<file path="src/rtl/sub_pkg.sv">
// Shared definitions for the serial carry-select subtractor: FSM encoding,
// default chunk width and the chunk-index width helper.
package sub_pkg;

  typedef enum logic [1:0] {
    IDLE = 2'd0,
    RUN  = 2'd1,
    DONE = 2'd2
  } state_t;

  localparam int CHUNK_DEF = 4;

  // A single-chunk configuration still needs a 1-bit index register.
  function automatic int idx_width(input int nchunk);
    return (nchunk > 1) ? $clog2(nchunk) : 1;
  endfunction

endpackage

</file>
<file path="src/rtl/csel_sub_chunk.sv">
// Combinational CHUNK-bit carry-select subtract stage: d = a - b - bsel, bo = borrow out.
// Both borrow-in candidates ripple in parallel; bsel only drives the final mux.
module csel_sub_chunk #(
  parameter int CHUNK = 4
) (
  input  logic [CHUNK-1:0] a,
  input  logic [CHUNK-1:0] b,
  input  logic             bsel,
  output logic [CHUNK-1:0] d,
  output logic             bo
);

  logic [CHUNK-1:0] nb;
  logic [CHUNK-1:0] s0, s1;
  logic [CHUNK:0]   c0, c1;

  // Subtraction as a + ~b + ~borrow_in: borrow_in=0 means carry-in 1.
  always_comb begin
    nb    = ~b;
    s0    = '0;
    s1    = '0;
    c0    = '0;
    c1    = '0;
    c0[0] = 1'b1;
    c1[0] = 1'b0;
    for (int i = 0; i < CHUNK; i++) begin
      s0[i]   = a[i] ^ nb[i] ^ c0[i];
      c0[i+1] = (a[i] & nb[i]) | (c0[i] & (a[i] ^ nb[i]));
      s1[i]   = a[i] ^ nb[i] ^ c1[i];
      c1[i+1] = (a[i] & nb[i]) | (c1[i] & (a[i] ^ nb[i]));
    end
  end

  assign d  = bsel ? s1 : s0;
  assign bo = bsel ? ~c1[CHUNK] : ~c0[CHUNK];

endmodule

</file>
<file path="src/rtl/serial_csel_subtractor.sv">
// Multi-cycle {bout,diff} = a - b - bin, CHUNK bits per cycle LSB first; result after WIDTH/CHUNK
// RUN cycles, held under out_ready backpressure. SUB_OVF_FLAG_EN adds the signed-overflow flag ovf.
module serial_csel_subtractor
  import sub_pkg::*;
#(
  parameter int WIDTH = 16,
  parameter int CHUNK = CHUNK_DEF
) (
  input  logic             clk,
  input  logic             rst,
  input  logic             in_valid,
  output logic             in_ready,
  input  logic [WIDTH-1:0] a,
  input  logic [WIDTH-1:0] b,
  input  logic             bin,
  output logic             out_valid,
  input  logic             out_ready,
  output logic [WIDTH-1:0] diff,
  output logic             bout,
  output logic             zero
`ifdef SUB_OVF_FLAG_EN
  ,
  output logic             ovf
`endif
);

  localparam int NCHUNK = WIDTH / CHUNK;
  localparam int IW     = idx_width(NCHUNK);
  localparam logic [IW-1:0] LAST = IW'(NCHUNK - 1);

  if ((CHUNK < 1) || (WIDTH % CHUNK != 0)) begin : g_bad_cfg
    $error("serial_csel_subtractor: WIDTH must be a positive multiple of CHUNK");
  end

  state_t           state;
  logic [WIDTH-1:0] a_q, b_q, acc, acc_nxt;
  logic             borrow;
  logic [IW-1:0]    idx;
  logic [CHUNK-1:0] a_c, b_c, d_c;
  logic             bo_c;

  assign a_c = a_q[idx*CHUNK +: CHUNK];
  assign b_c = b_q[idx*CHUNK +: CHUNK];

  csel_sub_chunk #(.CHUNK(CHUNK)) u_chunk (
    .a    (a_c),
    .b    (b_c),
    .bsel (borrow),
    .d    (d_c),
    .bo   (bo_c)
  );

  // Accumulator with the current chunk merged in, so DONE flags see the final value.
  always_comb begin
    acc_nxt = acc;
    acc_nxt[idx*CHUNK +: CHUNK] = d_c;
  end

  always_ff @(posedge clk or posedge rst) begin
    if (rst) begin
      state     <= IDLE;
      in_ready  <= 1'b1;
      out_valid <= 1'b0;
      a_q       <= '0;
      b_q       <= '0;
      acc       <= '0;
      borrow    <= 1'b0;
      idx       <= '0;
      diff      <= '0;
      bout      <= 1'b0;
      zero      <= 1'b0;
`ifdef SUB_OVF_FLAG_EN
      ovf       <= 1'b0;
`endif
    end else begin
      case (state)
        IDLE: begin
          if (in_valid) begin
            a_q      <= a;
            b_q      <= b;
            borrow   <= bin;
            idx      <= '0;
            acc      <= '0;
            in_ready <= 1'b0;
            state    <= RUN;
          end
        end
        RUN: begin
          acc    <= acc_nxt;
          borrow <= bo_c;
          idx    <= idx + 1'b1;
          if (idx == LAST) begin
            idx       <= '0;
            diff      <= acc_nxt;
            bout      <= bo_c;
            zero      <= (acc_nxt == '0);
`ifdef SUB_OVF_FLAG_EN
            ovf       <= (a_q[WIDTH-1] != b_q[WIDTH-1]) && (acc_nxt[WIDTH-1] != a_q[WIDTH-1]);
`endif
            out_valid <= 1'b1;
            state     <= DONE;
          end
        end
        DONE: begin
          if (out_ready) begin
            out_valid <= 1'b0;
            in_ready  <= 1'b1;
            state     <= IDLE;
          end
        end
        default: begin
          out_valid <= 1'b0;
          in_ready  <= 1'b1;
          state     <= IDLE;
        end
      endcase
    end
  end

endmodule
</file>
<file path="config.mk">
export PLATFORM = sky130hd
export DESIGN_NAME = serial_csel_subtractor
export DESIGN_NICKNAME = d
export VERILOG_FILES = /design/src/rtl/sub_pkg.sv /design/src/rtl/csel_sub_chunk.sv /design/src/rtl/serial_csel_subtractor.sv
export SDC_FILE = /design/constraint.sdc
export NUM_CORES = 1
export LEC_CHECK = 0
export ABC_AREA = 1
export CORE_UTILIZATION = 45
export CTS_CLUSTER_DIAMETER = 100
export DETAILED_ROUTE_END_ITERATION = 8
export HOLD_SLACK_MARGIN = 0.05
export MAX_ROUTING_LAYER = met4
export PLACE_DENSITY = 0.75
export SLEW_MARGIN = 0
export SYNTH_ARGS = -nofsm -noshare
export SYNTH_HDL_FRONTEND = slang
export SYNTH_HIERARCHICAL = 1
export SYNTH_SLANG_ARGS = --single-unit
</file>
<file path="constraint.sdc">
create_clock -name clk -period 2.8 [get_ports clk]
set_input_delay 0.28 -clock clk [delete_from_list [all_inputs] [get_ports clk]]
set_output_delay 0.28 -clock clk [all_outputs]
set_load 0.01 [all_outputs]
</file>
### Yosys cells after proc, flatten, opt, wreduce, memory -nomap -nowiden

Index checks and enable logic that the tools add are counted.

* $add $sub $neg: 2
* equality and inequality tests: 6
* shifts and indexed selects: 4
* multiplexer cells: 20
* bitwise logic cells: 33
* reductions and logical operators: 9

Operators by type and width (number)
* 4-bit negation with 34-bit output: 1
* 4-bit by 34-bit variable shift with 16-bit output, first input constant: 1
* 4-bit by 34-bit variable part select with 16-bit output: 1
* 16-bit case mux with 2 select lines: 1
* 16-bit by 5-bit variable part select with 4-bit output: 2
* 16-bit bitwise mux: 1
* 16-bit zero test: 1
* 16-bit 2-to-1 mux: 1
* 1-bit bitwise AND: 10
* 2-bit 2-to-1 mux: 5
* 1-bit bitwise XOR: 10
* 3-bit AND reduction: 3
* 1-bit bitwise OR: 7
* 1-bit 2-to-1 mux: 6
* 2-bit != test, second input constant: 3
* 1-bit case mux with 3 select lines: 2
* 2-bit case mux with 3 select lines: 1
* 2-bit AND reduction: 3
* 1-bit inverter: 5
* 2-bit equality test, second input constant: 2
* 4-bit 2-to-1 mux: 1
* 4-bit inverter: 1
* 2-bit case mux with 2 select lines: 1
* 2-bit by 1-bit adder with 2-bit output, second input constant: 1
* 4 further kinds: 4

* register bits: 73
* input bits: 37
* word-level logic and storage cells: 85

### Logic depth before layout (Yosys ltp)

Gate-level depths: netlist (run 1).

* depth after elaboration: 13
* depth in mapped cells: 24

### Modules after synthesis

The synthesis (run 1) kept the hierarchy.

By module, submodules not included
* serial_csel_subtractor: instances 1, cells each 439, area an instance 3460.8 µm²
* csel_sub_chunk: instances 1, cells each 42, area an instance 254.0 µm²

### Worst setup path before layout (run 1)

No wires, ideal clock.

* path kind: register to register
* from: register idx[0]
* to: register zero
* library setup time: 0.116 ns
* arrival: 2.283 ns
* slack: 0.400 ns
* cell stages (with the launch flop): 24
* period minus slack after synthesis: 2.400 ns
* path through: dfrtp_1 > inv_2 > buf_6 > buf_2 > nor2_1 > o22ai_1 > inv_1 > ha_1 > nand2_1 > nand2_2 > nand2_2 > nand2_2 > nand2_1 > nand2_1 > nand2_1 > nand2_1 > nor2_1 > nand2_1 > nand2_1 > nor2_1 > nand2_1 > nor2_1 > nand2_1 > nand2_1

RTL lines
* from (decl): line serial_csel_subtractor.sv:38 `logic [IW-1:0] idx;`
* from (signal assigned): line serial_csel_subtractor.sv:91 `idx <= idx + 1'b1;`
* 16-bit by 5-bit variable part select with 4-bit output (*): line serial_csel_subtractor.sv:43 `assign b_c = b_q[idx*CHUNK +: CHUNK];`
* named net b_c[1]: line serial_csel_subtractor.sv:39 `logic [CHUNK-1:0] a_c, b_c, d_c;`
* 4-bit inverter (*): line csel_sub_chunk.sv:19 `nb = ~b;`
* 1-bit bitwise XOR: line csel_sub_chunk.sv:28, csel_sub_chunk.sv:30
* 1-bit bitwise AND, on equally long branches: line csel_sub_chunk.sv:28, csel_sub_chunk.sv:30
* 1-bit bitwise OR, on equally long branches: line csel_sub_chunk.sv:28, csel_sub_chunk.sv:30
* 1-bit bitwise AND, on equally long branches: line csel_sub_chunk.sv:28, csel_sub_chunk.sv:30
* 1-bit bitwise OR, on equally long branches: line csel_sub_chunk.sv:28, csel_sub_chunk.sv:30
* 1-bit bitwise XOR, on equally long branches: line csel_sub_chunk.sv:27, csel_sub_chunk.sv:29
* 4-bit 2-to-1 mux (*): line csel_sub_chunk.sv:34 `assign d = bsel ? s1 : s0;`
* named net d_c[3]: line serial_csel_subtractor.sv:39
* 4-bit by 34-bit variable part select with 16-bit output (*): line serial_csel_subtractor.sv:56 `acc_nxt[idx*CHUNK +: CHUNK] = d_c;`
* 16-bit bitwise mux (*): line serial_csel_subtractor.sv:56
* 16-bit zero test (*): line serial_csel_subtractor.sv:96 `zero <= (acc_nxt == '0);`
* to (signal assigned): line serial_csel_subtractor.sv:96
* to (decl): line serial_csel_subtractor.sv:20 `output logic zero`

Mark *: on every way through the listed nets, which the timed path passes. The rest lies on a longest branch.
A chain may end at the register's enable or synchronous reset.

### Final worst setup path (run 1)

* from: register idx[0]
* to: register zero

RTL lines
* 16-bit by 5-bit variable part select with 4-bit output (*): line serial_csel_subtractor.sv:42 `assign a_c = a_q[idx*CHUNK +: CHUNK];`
* named net a_c[0]: line serial_csel_subtractor.sv:39
* 1-bit bitwise AND / 1-bit bitwise XOR (equally long branches): line csel_sub_chunk.sv:28, csel_sub_chunk.sv:30
* 1-bit bitwise OR: line csel_sub_chunk.sv:28 `c0[i+1] = (a[i] & nb[i]) | (c0[i] & (a[i] ^ nb[i]));`
* 1-bit bitwise AND: line csel_sub_chunk.sv:28
* 1-bit bitwise OR: line csel_sub_chunk.sv:28
* 1-bit bitwise AND: line csel_sub_chunk.sv:28
* 1-bit bitwise OR: line csel_sub_chunk.sv:28
* 1-bit bitwise XOR: line csel_sub_chunk.sv:27 `s0[i] = a[i] ^ nb[i] ^ c0[i];`
* 4-bit 2-to-1 mux (*): line csel_sub_chunk.sv:34
* named net d_c[3]: line serial_csel_subtractor.sv:39
* 4-bit by 34-bit variable part select with 16-bit output (*): line serial_csel_subtractor.sv:56
* 16-bit bitwise mux (*): line serial_csel_subtractor.sv:56
* 16-bit zero test (*): line serial_csel_subtractor.sv:96

Marks and branches as above.

==> results of run 1 <==
-- how the worst min path moves through the flow --
| stage | to | slack (ns) | cells after the start |
|---|---|---|---|
| 3_3_place_gp | in_ready | 0.45 | 2 |
| 2_1_floorplan | state[1] | 0.38 | 1 |
| 5_1_grt | b_q[2] | 0.39 | 2 |
| 3_5_place_dp | bout | 0.46 | 2 |
| 6_report | b_q[2] | 0.31 | 2 |
| 4_1_cts | b_q[2] | 0.34 | 2 |
-- critical path, delay by kind of cell, from the launching register on --
family / cells / cell delay (ns)
AOI/OAI and AO/OA: 2 / 0.36
DFF: 1 / 0.42
and+or+nand+nor: 14 / 1.03
adders and majority gates: 1 / 0.22
buffers and inverters: 4 / 0.37
-- sequential cells by signal, indices dropped and copies added, names as in the netlist, 2 cells and up --
name,cells
a_q,16
acc,16
b_q,16
diff,16
idx,2
state,2
-- metal layers --
metal	share of wire	track usage
met2	0.51	0.3750
met1	0.43	0.2337
met5	0	-
met3	0.035	0.03859
met4	0.020	0.08718
-- placed cells by master, fill, tap and decap left out, drive strengths merged, types with 2 or more instances in the layout --
master / count
o22ai: 8
o21ai: 47
nand2: 202
buf: 5
ha: 11
clkinv: 2
clkbuf: 13
nand3: 28
inv: 42
nor2: 40
nand3b: 2
dfrtp: 72
clkdlybuf4s50: 56
-- power by group through the flow --
stage                     registers (mW)  clock network (mW)  logic (mW)
after floorplan                     1.79                   0        2.27
after detailed placement            1.83                   0        3.02
after global placement              1.81                   0        2.90
after CTS                           1.81               0.825        3.03
after global routing                1.87               0.868        3.47
final                               1.82               0.811        3.07
-- per-stage QoR --
stage	util	hold WS (ns)	worst slack [ns]	instance area [um^2]
2_1_floorplan	-	0.3751	0.4004	3715
6_report	0.5796	0.3113	0.3100	4548
3_5_place_dp	0.5529	0.4583	0.2886	4339
3_3_place_gp	0.5529	0.4544	0.3866	4339
5_1_grt	0.5796	0.3882	0.02604	4548
4_1_cts	0.5770	0.3441	0.2570	4528
-- cell families (layout without fill, tap and decap cells) --
logic type	count (synthesis)	after routing
buffers and inverters	63	120
AND/OR/NAND/NOR	272	272
XOR/XNOR	2	2
flip-flops	73	73
AO/OA/AOI/OAI	60	60
adder cells (fa/ha/maj)	11	11
-- area by class of cell --
type / instances / area, um^2
tap: 102 / 127.6
clock inverter: 3 / 40.04
multi-input combinational: 345 / 1614
clock buffer: 13 / 148.9
sequential: 73 / 1829
inverter: 43 / 170.2
timing repair buffer: 61 / 618.1
fill: 746 / 3299
==> results.yml, run 1 <==
synthesis:
  postSynth.asyncResetShare: 1.000
  syn_area_per_cell_um2: 7.723
  synth_most_common_cell: "nand2_1"
  yosysUniqueCellTypes: 29
  yosysTopAreaCell: "dfrtp_1"
  synthCells: 481
  synthSimpleGateAreaFrac: 0.3055
  yosys-mux-area-fraction: 0
  synth-seq-area-share: 0.4921
  ys.flop_type: "dfrtp_1"
  syn-cell-area_mm2: 0.003715
  synth_edf_count: 0
  yosysTopAreaCellShare: 0.4850
  synth_warnings: 6
  synthXorXnorAreaFrac: 0.004715
  ys_seq_elements: 73
  synth_fa_ha_area_frac: 0.03705
  yosys-top-cells-count: "196 x nand2_1, 72 x dfrtp_1, 35 x inv_1, 35 x nor2_1, 30 x o21ai_0"
  synth_top_family_by_area: "simple AND/OR/NAND/NOR gates"
  syn_nets: 529
  netlist_top_cells_area: "dfrtp_1 49%, nand2_1 20%, o21ai_0 4.0%, ha_1 3.7%, inv_1 3.5%"
  synth_compound_area_frac: 0.08656
power_and_ir_drop:
  power_density_mw_per_mm2: 1253
  p_comb_frac: 0.538
  leakage_nw: 2.273
  seq_power_share: 0.320
  power_mw: 5.697
  power_switching_share: 0.4537
  p_sw_mw: 2.585
  p_clk_frac: 0.142
  internal_power_mw: 3.112
  ir_drop_mv: 0.5125
cts:
  post_cts_buffers: 0
  postCtsHoldBufs: 0
  cts_tree: "done"
  cts.sink_count: 73
  h-tree-depth: 3
  post_cts_resized: 0
  clkLatencyLatePin_ns: 0.35
  cts_buffers: 9
  clk_path_buf_depth: 2
  clk_pin_slew_worst_paths_ns: 0.07
  cts_root_buf: "clkbuf_8"
routing:
  first_pass_iters: 4
  vias: 3226
  ant_nets: 0
  drtIter0Drc: 123
  post_drt_wl_per_cell_um: 12.59
  viasPerCell: 5.041
  routed_wl_um: 8055
  drcViolationCount: 0
setup_path:
  worstSetupPathType: "reg2reg"
  worstPathRequired_ns: 3.04
  reg2reg_from: "idx[0]"
  r2r_slack_ns: 0.31
  endpoint: "zero"
  max_stage_delay_ns: 0.42
  path_cells: "buf_8 > o21ai_0 > o22ai_1 > inv_1 > ha_1 > inv_1 > nand2_1 > nand2_2 > nand2_2 > nand2_2 > nand3b_1 > nand2_1 > inv_1 > nor2_1 > nand3_1 > nand2_1 > nor2_1 > nand2_1 > nor2_1 > nand2_1 > nand2_1"
  reg2regPathDepth: 21
  cp-start-kind: "flop"
  arrival_ns: 2.73
  crit_fanout: 23
  cpMaxStageDelayCell: "dfrtp_2"
  crit_start: "idx[0]"
  cpMostUsedCell: "nand2_1"
  r2r-end: "zero"
  crit_path_end_kind: "flop"
sta:
  drv_slew: 0
  fmax_mhz: 401.6
  setup_violations: 0
  tns_ns: 0
  timing.final.crit_share: 0.8893
  hold_violations: 0
  post-route-min-period_ns: 2.490
  fin_skew_ns: 0.009354
  tightest_slew_ns: 0.6008
  slew_headroom: 0.5989
  rsz0062_at_grt: "false"
min_path:
  hp-class: "in2async"
grt:
  grt_start_max_net_pins: 37
  grtUsageTotal: 0.2117
  grt_pass1_vias: 3216
  grt_overflow: 0
  antenna_found_initial: 0
  grt_pass1_wl_um: 13970
place:
  finalWeightedCongestion: 0.8727
  dp_hpwl_um: 5873
  dpl.cell_count: 624
  port_buffers: 56
final_layout:
  drive_above_1_share: 0.08550
  final_cells: 640
  antenna_cells: 0
  area_growth_pct: 22.43
  layout.nets: 581
die:
  coreArea_mm2: 0.007848
  boundaryPins: 57
  die_area_mm2: 0.008622
  rows: 32
  die_x_um: 92.86
  start_util: 0.4734
  dieHeight_um: 92.86
job:
  maxCapViolations: 0
outcome:
  status: "finished clean"
Note: power is estimated with default switching activity, not from simulation.
==> run 2, diff against run 1 <==
--- a/config.mk
+++ b/config.mk
@@ -12,6 +12,7 @@
 export HOLD_SLACK_MARGIN = 0.05
 export MAX_ROUTING_LAYER = met4
 export PLACE_DENSITY = 0.75
+export RECOVER_POWER = 50
 export SLEW_MARGIN = 0
 export SYNTH_ARGS = -nofsm -noshare
 export SYNTH_HDL_FRONTEND = slang
==> run 2 against run 1 <==
  * Register-to-register slack is essentially flat
  * Global-route usage is the same
  * Maximum frequency shrank 0.26%
  * Count of clock-buffer cells in the layout is the same
  * Hold slack gained 0.15 ns
  * Flip-flop and latch count is the same
  * Combinational power is essentially flat
  * Largest cell class unchanged
  * Largest power group unchanged
==> results.yml, run 2 (synthesis gave the netlist of run 1 again) <==
die:
  start_util: 0.4734
  die_area_mm2: 0.008622
  die_x_um: 92.86
  coreArea_mm2: 0.007848
  rows: 32
  boundaryPins: 57
  dieHeight_um: 92.86
final_layout:
  layout_common_cells: "197 x nand2_1, 71 x dfrtp_1, 48 x clkdlybuf4s50_1"
  area_growth_pct: 21.72
  layout_commonest_cell: "nand2_1"
  final_cells: 640
  utilization: 0.5762
  drive_above_1_share: 0.07807
  layout.nets: 581
  antenna_cells: 0
grt:
  grt_pass1_wl_um: 13970
  grt_start_max_net_pins: 37
  grtUsageTotal: 0.2117
  antenna_found_initial: 0
  grt_overflow: 0
  grt_pass1_vias: 3216
setup_path:
  r2r-end: "zero"
  crit_path_end_kind: "flop"
  worstSetupPathType: "reg2reg"
  r2r_slack_ns: 0.30
  crit_fanout: 23
  arrival_ns: 2.74
  reg2regPathDepth: 21
  worstPathRequired_ns: 3.04
  cp-start-kind: "flop"
  reg2reg_from: "idx[0]"
cts:
  cts_root_buf: "clkbuf_8"
  cts_tree: "done"
  clkLatencyLatePin_ns: 0.35
  h-tree-depth: 3
  post_cts_buffers: 0
  clk_path_buf_depth: 2
  cts_buffers: 9
  cts.sink_count: 73
  clk_pin_slew_worst_paths_ns: 0.07
min_path:
  hp-class: "in2reg"
  hold_depth: 3
  hold_end: "b_q[11]"
  holdCritStartpoint: "b[11]"
power_and_ir_drop:
  seq_power_share: 0.320
  power_density_mw_per_mm2: 1253
  internal_power_mw: 3.089
  p_sw_mw: 2.577
  p_clk_frac: 0.143
  ir_drop_mv: 0.5138
  power_switching_share: 0.4548
  p_comb_frac: 0.537
  leakage_nw: 2.284
sta:
  drv_slew: 0
  timing.final.crit_share: 0.8916
  tightest_slew_ns: 1.177
  fin_worst_hold_slack_ns: 0.4587
  setup_violations: 0
  slew_headroom: 0.2135
  tns_ns: 0
  fmax_mhz: 400.5
  hold_violations: 0
  post-route-min-period_ns: 2.497
  fin_skew_ns: 0.009304
  rsz0062_at_grt: "false"
place:
  dpl.cell_count: 624
  dp_hpwl_um: 5873
  finalWeightedCongestion: 0.8727
  port_buffers: 56
routing:
  vias: 3212
  viasPerCell: 5.019
  post_drt_wl_per_cell_um: 12.56
  first_pass_iters: 4
  drtIter0Drc: 118
  ant_nets: 0
  drcViolationCount: 0
  routed_wl_um: 8040
job:
  maxCapViolations: 0
outcome:
  status: "finished clean"
## run 2: changes by cell type in the layout (fill, tap and decap cells not counted)
| cell | change |
|---|---|
| clkdlybuf4s50_1 | -8 |
| nand2_4 | -1 |
| inv_2 | -2 |
| buf_12 | -1 |
| clkinv_1 | +1 |
| inv_1 | +1 |
| clkbuf_2 | +1 |
| buf_4 | -1 |
| nand2_1 | +1 |
| clkbuf_1 | +1 |
| dlygate4sd3_1 | +8 |
## run 2: worst max path at each step
stage / from / to / cells after the start
2_1_floorplan: idx[0] / zero / 23
3_3_place_gp: idx[0] / zero / 21
3_5_place_dp: idx[0] / zero / 21
4_1_cts: idx[0] / zero / 21
5_1_grt: idx[0] / zero / 21
6_report: idx[0] / zero / 21
## run 2: repair_timing
item,4_1_cts,5_1_grt
endpoints found under the setup margin,0,6
gates resized for setup,0,8
hold buffers,0,0
## run 2: critical path, cell delays in order (launching register included)
cell and delay (ns):
dfrtp_2 0.42, buf_8 0.19, o21ai_0 0.11, o22ai_1 0.25, inv_1 0.07, ha_1 0.22
inv_1 0.06, nand2_1 0.06, nand2_2 0.10, nand2_2 0.06, nand2_2 0.08, nand3b_1 0.07
nand2_1 0.11, inv_1 0.05, nor2_1 0.10, nand3_1 0.09, nand2_1 0.11, nor2_1 0.06
nand2_1 0.06, nor2_1 0.04, nand2_1 0.05, nand2_1 0.04
## run 2: metal layers
| layer | routed length, um | GRT usage | up-vias | share of wire |
|---|---|---|---|---|
| met5 | 0 | - | - | 0 |
| met2 | 4134 | 0.3750 | 76 | 0.51 |
| met1 | 3473 | 0.2337 | 1513 | 0.43 |
| met4 | 154 | 0.08718 | 0 | 0.019 |
| met3 | 277 | 0.03859 | 14 | 0.034 |
| li1 | - | - | 1609 | - |
## run 2: final cells by class
class | instances | area, um^2
clock buffers | 13 | 148.9
clock inverters | 3 | 40.04
fillers | 749 | 3326
inverters | 43 | 170.2
multi-input cells | 345 | 1607
flip-flops and latches | 73 | 1829
well taps | 102 | 127.6
repair buffers | 61 | 599.3
## run 2: stage by stage
step | worst slack, ns | instance area (um^2) | total power [mW]
3_3_place_gp | 0.3866 | 4339 | 4.712
3_5_place_dp | 0.2886 | 4339 | 4.844
2_1_floorplan | 0.4004 | 3715 | 4.054
5_1_grt | 0.02599 | 4522 | 6.178
4_1_cts | 0.2570 | 4528 | 5.669
6_report | 0.3034 | 4522 | 5.666
## run 2: power groups by stage
stage / sequential, mW / combinational [mW] / clock, mW
finish: 1.82 / 3.04 / 0.810
detailed placement: 1.83 / 3.02 / 0
floorplan: 1.79 / 2.27 / 0
global route: 1.87 / 3.44 / 0.868
global placement: 1.81 / 2.90 / 0
CTS: 1.81 / 3.03 / 0.825
==> run 3, diff against run 2 <==
--- a/config.mk
+++ b/config.mk
@@ -13,7 +13,6 @@
 export MAX_ROUTING_LAYER = met4
 export PLACE_DENSITY = 0.75
 export RECOVER_POWER = 50
-export SLEW_MARGIN = 0
 export SYNTH_ARGS = -nofsm -noshare
 export SYNTH_HDL_FRONTEND = slang
 export SYNTH_HIERARCHICAL = 1
==> constraint.sdc (replaced) <==
create_clock -name clk -period 2.8 [get_ports clk]
set_input_delay 0.56 -clock clk [delete_from_list [all_inputs] [get_ports clk]]
set_output_delay 0.56 -clock clk [all_outputs]
set_load 0.01 [all_outputs]
==> run 3 against run 2 <==
  * The flow now finishes with violations (max-capacitance violations, max-slew violations)
  * Hold slack gained 0.0066 ns
  * Sequential share of layout area grew 0.10 points
  * Worst setup slack lost 0.018 ns
==> results.yml, run 3 (synthesis gave the netlist of run 1 again) <==
cts:
  cts_root_buf: "clkbuf_8"
  clk_pin_slew_worst_paths_ns: 0.07
  cts_tree: "done"
  postCtsHoldBufs: 0
  cts_buffers: 9
  cts.sink_count: 73
  h-tree-depth: 3
  clk_path_buf_depth: 2
  clkLatencyLatePin_ns: 0.34
  post_cts_buffers: 0
grt:
  grt_overflow: 0
  grt_start_max_net_pins: 74
  grt_pass1_vias: 3151
  antenna_found_initial: 0
  grt_pass1_wl_um: 13590
  grtUsageTotal: 0.2045
sta:
  fmax_mhz: 397.7
  post-route-min-period_ns: 2.515
  fin_worst_hold_slack_ns: 0.4653
  fin_skew_ns: 0.004087
  drv_slew: 74
  timing.final.crit_share: 0.8981
  setup_violations: 0
  tns_ns: 0
  slew_headroom: -0.1453
  hold_violations: 0
  tightest_slew_ns: 1.718
  rsz0062_at_grt: "false"
routing:
  first_pass_iters: 4
  drt-met1-wl_um: 3465
  drtIter0Drc: 97
  top_layer_used: "met4"
  viasPerCell: 4.878
  vias: 3122
  route.met2.wl_um: 3810
  post_drt_wl_per_cell_um: 11.96
  drcViolationCount: 0
  routed_wl_um: 7657
  ant_nets: 0
  wl_met3_um: 269
place:
  postPlaceCellArea_mm2: 0.004339
  finalWeightedCongestion: 0.8889
  dpl.cell_count: 624
  port_buffers: 56
  dp_hpwl_um: 5504
setup_path:
  path_cells: "buf_12 > o21ai_0 > o22ai_1 > inv_1 > ha_1 > inv_1 > nand2_1 > nand2_2 > nand2_2 > nand2_2 > nand3b_1 > nand2_1 > nand2_1 > nor2_1 > nand2_1 > nand2_1 > nor2_1 > nand2_1 > nor2_1 > nand2_1 > nand2_1"
  endpoint: "zero"
  crit_fanout: 23
  cp_top_family: "simple AND/OR/NAND/NOR gates"
  crit_path_end_kind: "flop"
  r2r_slack_ns: 0.29
  reg2regPathDepth: 21
  r2r-end: "zero"
  reg2reg_from: "idx[0]"
  max_stage_delay_ns: 0.42
  arrival_ns: 2.75
  crit_cells: 21
  cpMostUsedCell: "nand2_1"
  worstSetupPathType: "reg2reg"
  cp-start-kind: "flop"
  worstPathRequired_ns: 3.03
  cpMaxStageDelayCell: "dfrtp_2"
  crit_start: "idx[0]"
  cp_num_buf_inv: 3
die:
  start_util: 0.4734
  boundaryPins: 57
  die_area_mm2: 0.008622
  coreArea_mm2: 0.007848
  die_x_um: 92.86
  rows: 32
  dieHeight_um: 92.86
power_and_ir_drop:
  leakage_nw: 2.256
  ir_drop_mv: 0.5453
  power_density_mw_per_mm2: 1235
final_layout:
  design_area_mm2: 0.004511
  multiInputGateArea_mm2: 0.001609
  layout_commonest_cell: "nand2_1"
  fillers: 739
  utilization: 0.5748
  layout.nets: 581
  seq_area_mm2: 0.001829
  drive_above_1_share: 0.07807
  antenna_cells: 0
  area_growth_pct: 21.42
  layout_common_cells: "197 x nand2_1, 71 x dfrtp_1, 55 x clkdlybuf4s50_1"
  final_cells: 640
job:
  maxCapViolations: 1
outcome:
  status: "finished, violations left"
  violations: "max-capacitance violations, max-slew violations"
min_path:
  hp-class: "reg2reg"
==> run 3: worst min path at each step <==
stage	start	endpoint	slack [ns]	depth (start not counted)
4_1_cts	in_ready	in_ready	0.47	2
3_5_place_dp	in_ready	in_ready	0.46	2
2_1_floorplan	a_q[10]	a_q[10]	0.44	2
3_3_place_gp	in_ready	in_ready	0.46	2
5_1_grt	b_q[10]	b_q[10]	0.49	2
6_report	in_ready	in_ready	0.47	2
==> run 3: worst reg2reg max path: stages (launching register included) <==
cell	delay (ns)
dfrtp_2	0.42
buf_12	0.17
o21ai_0	0.11
o22ai_1	0.27
inv_1	0.08
ha_1	0.21
inv_1	0.05
nand2_1	0.06
nand2_2	0.09
nand2_2	0.06
nand2_2	0.08
nand3b_1	0.08
nand2_1	0.11
nand2_1	0.07
nor2_1	0.14
nand2_1	0.07
nand2_1	0.09
nor2_1	0.05
nand2_1	0.06
nor2_1	0.05
nand2_1	0.06
nand2_1	0.05
==> run 3: where the power goes <==
part           internal (mW)  switching [mW]  leakage [nW]  total (mW)
logic                   1.16            1.87          1.22        3.03
clock network          0.366           0.362        0.0932       0.728
registers               1.52           0.295         0.945        1.81
total                   3.04            2.52          2.26        5.57
==> run 3: layer usage <==
metal	GRT usage	vias to the layer above
met5	-	-
met1	0.2370	1449
met3	0.04598	10
li1	-	1604
met2	0.3529	59
met4	0.06282	0
==> run 3: timing repair <==
item / 4_1_cts / 5_1_grt
gates resized for setup: 0 / 8
hold endpoints to repair: 0 / 0
setup endpoints to repair: 0 / 1
==> run 3: final cells by class <==
cell class / instances / area share
clock inverter: 3 / 0.003329
inverter: 43 / 0.03773
tap: 102 / 0.02829
multi-input combinational: 345 / 0.3567
clock buffer: 13 / 0.03523
timing repair buffer: 61 / 0.1331
sequential: 73 / 0.4055
==> run 3: metrics by stage <==
step / total power [mW] / setup WS (ns)
floorplan: 4.054 / 0.3884
global placement: 4.713 / 0.3737
detailed placement: 4.826 / 0.2214
CTS: 5.569 / 0.2170
global route: 6.130 / 0.03399
finish: 5.570 / 0.2854
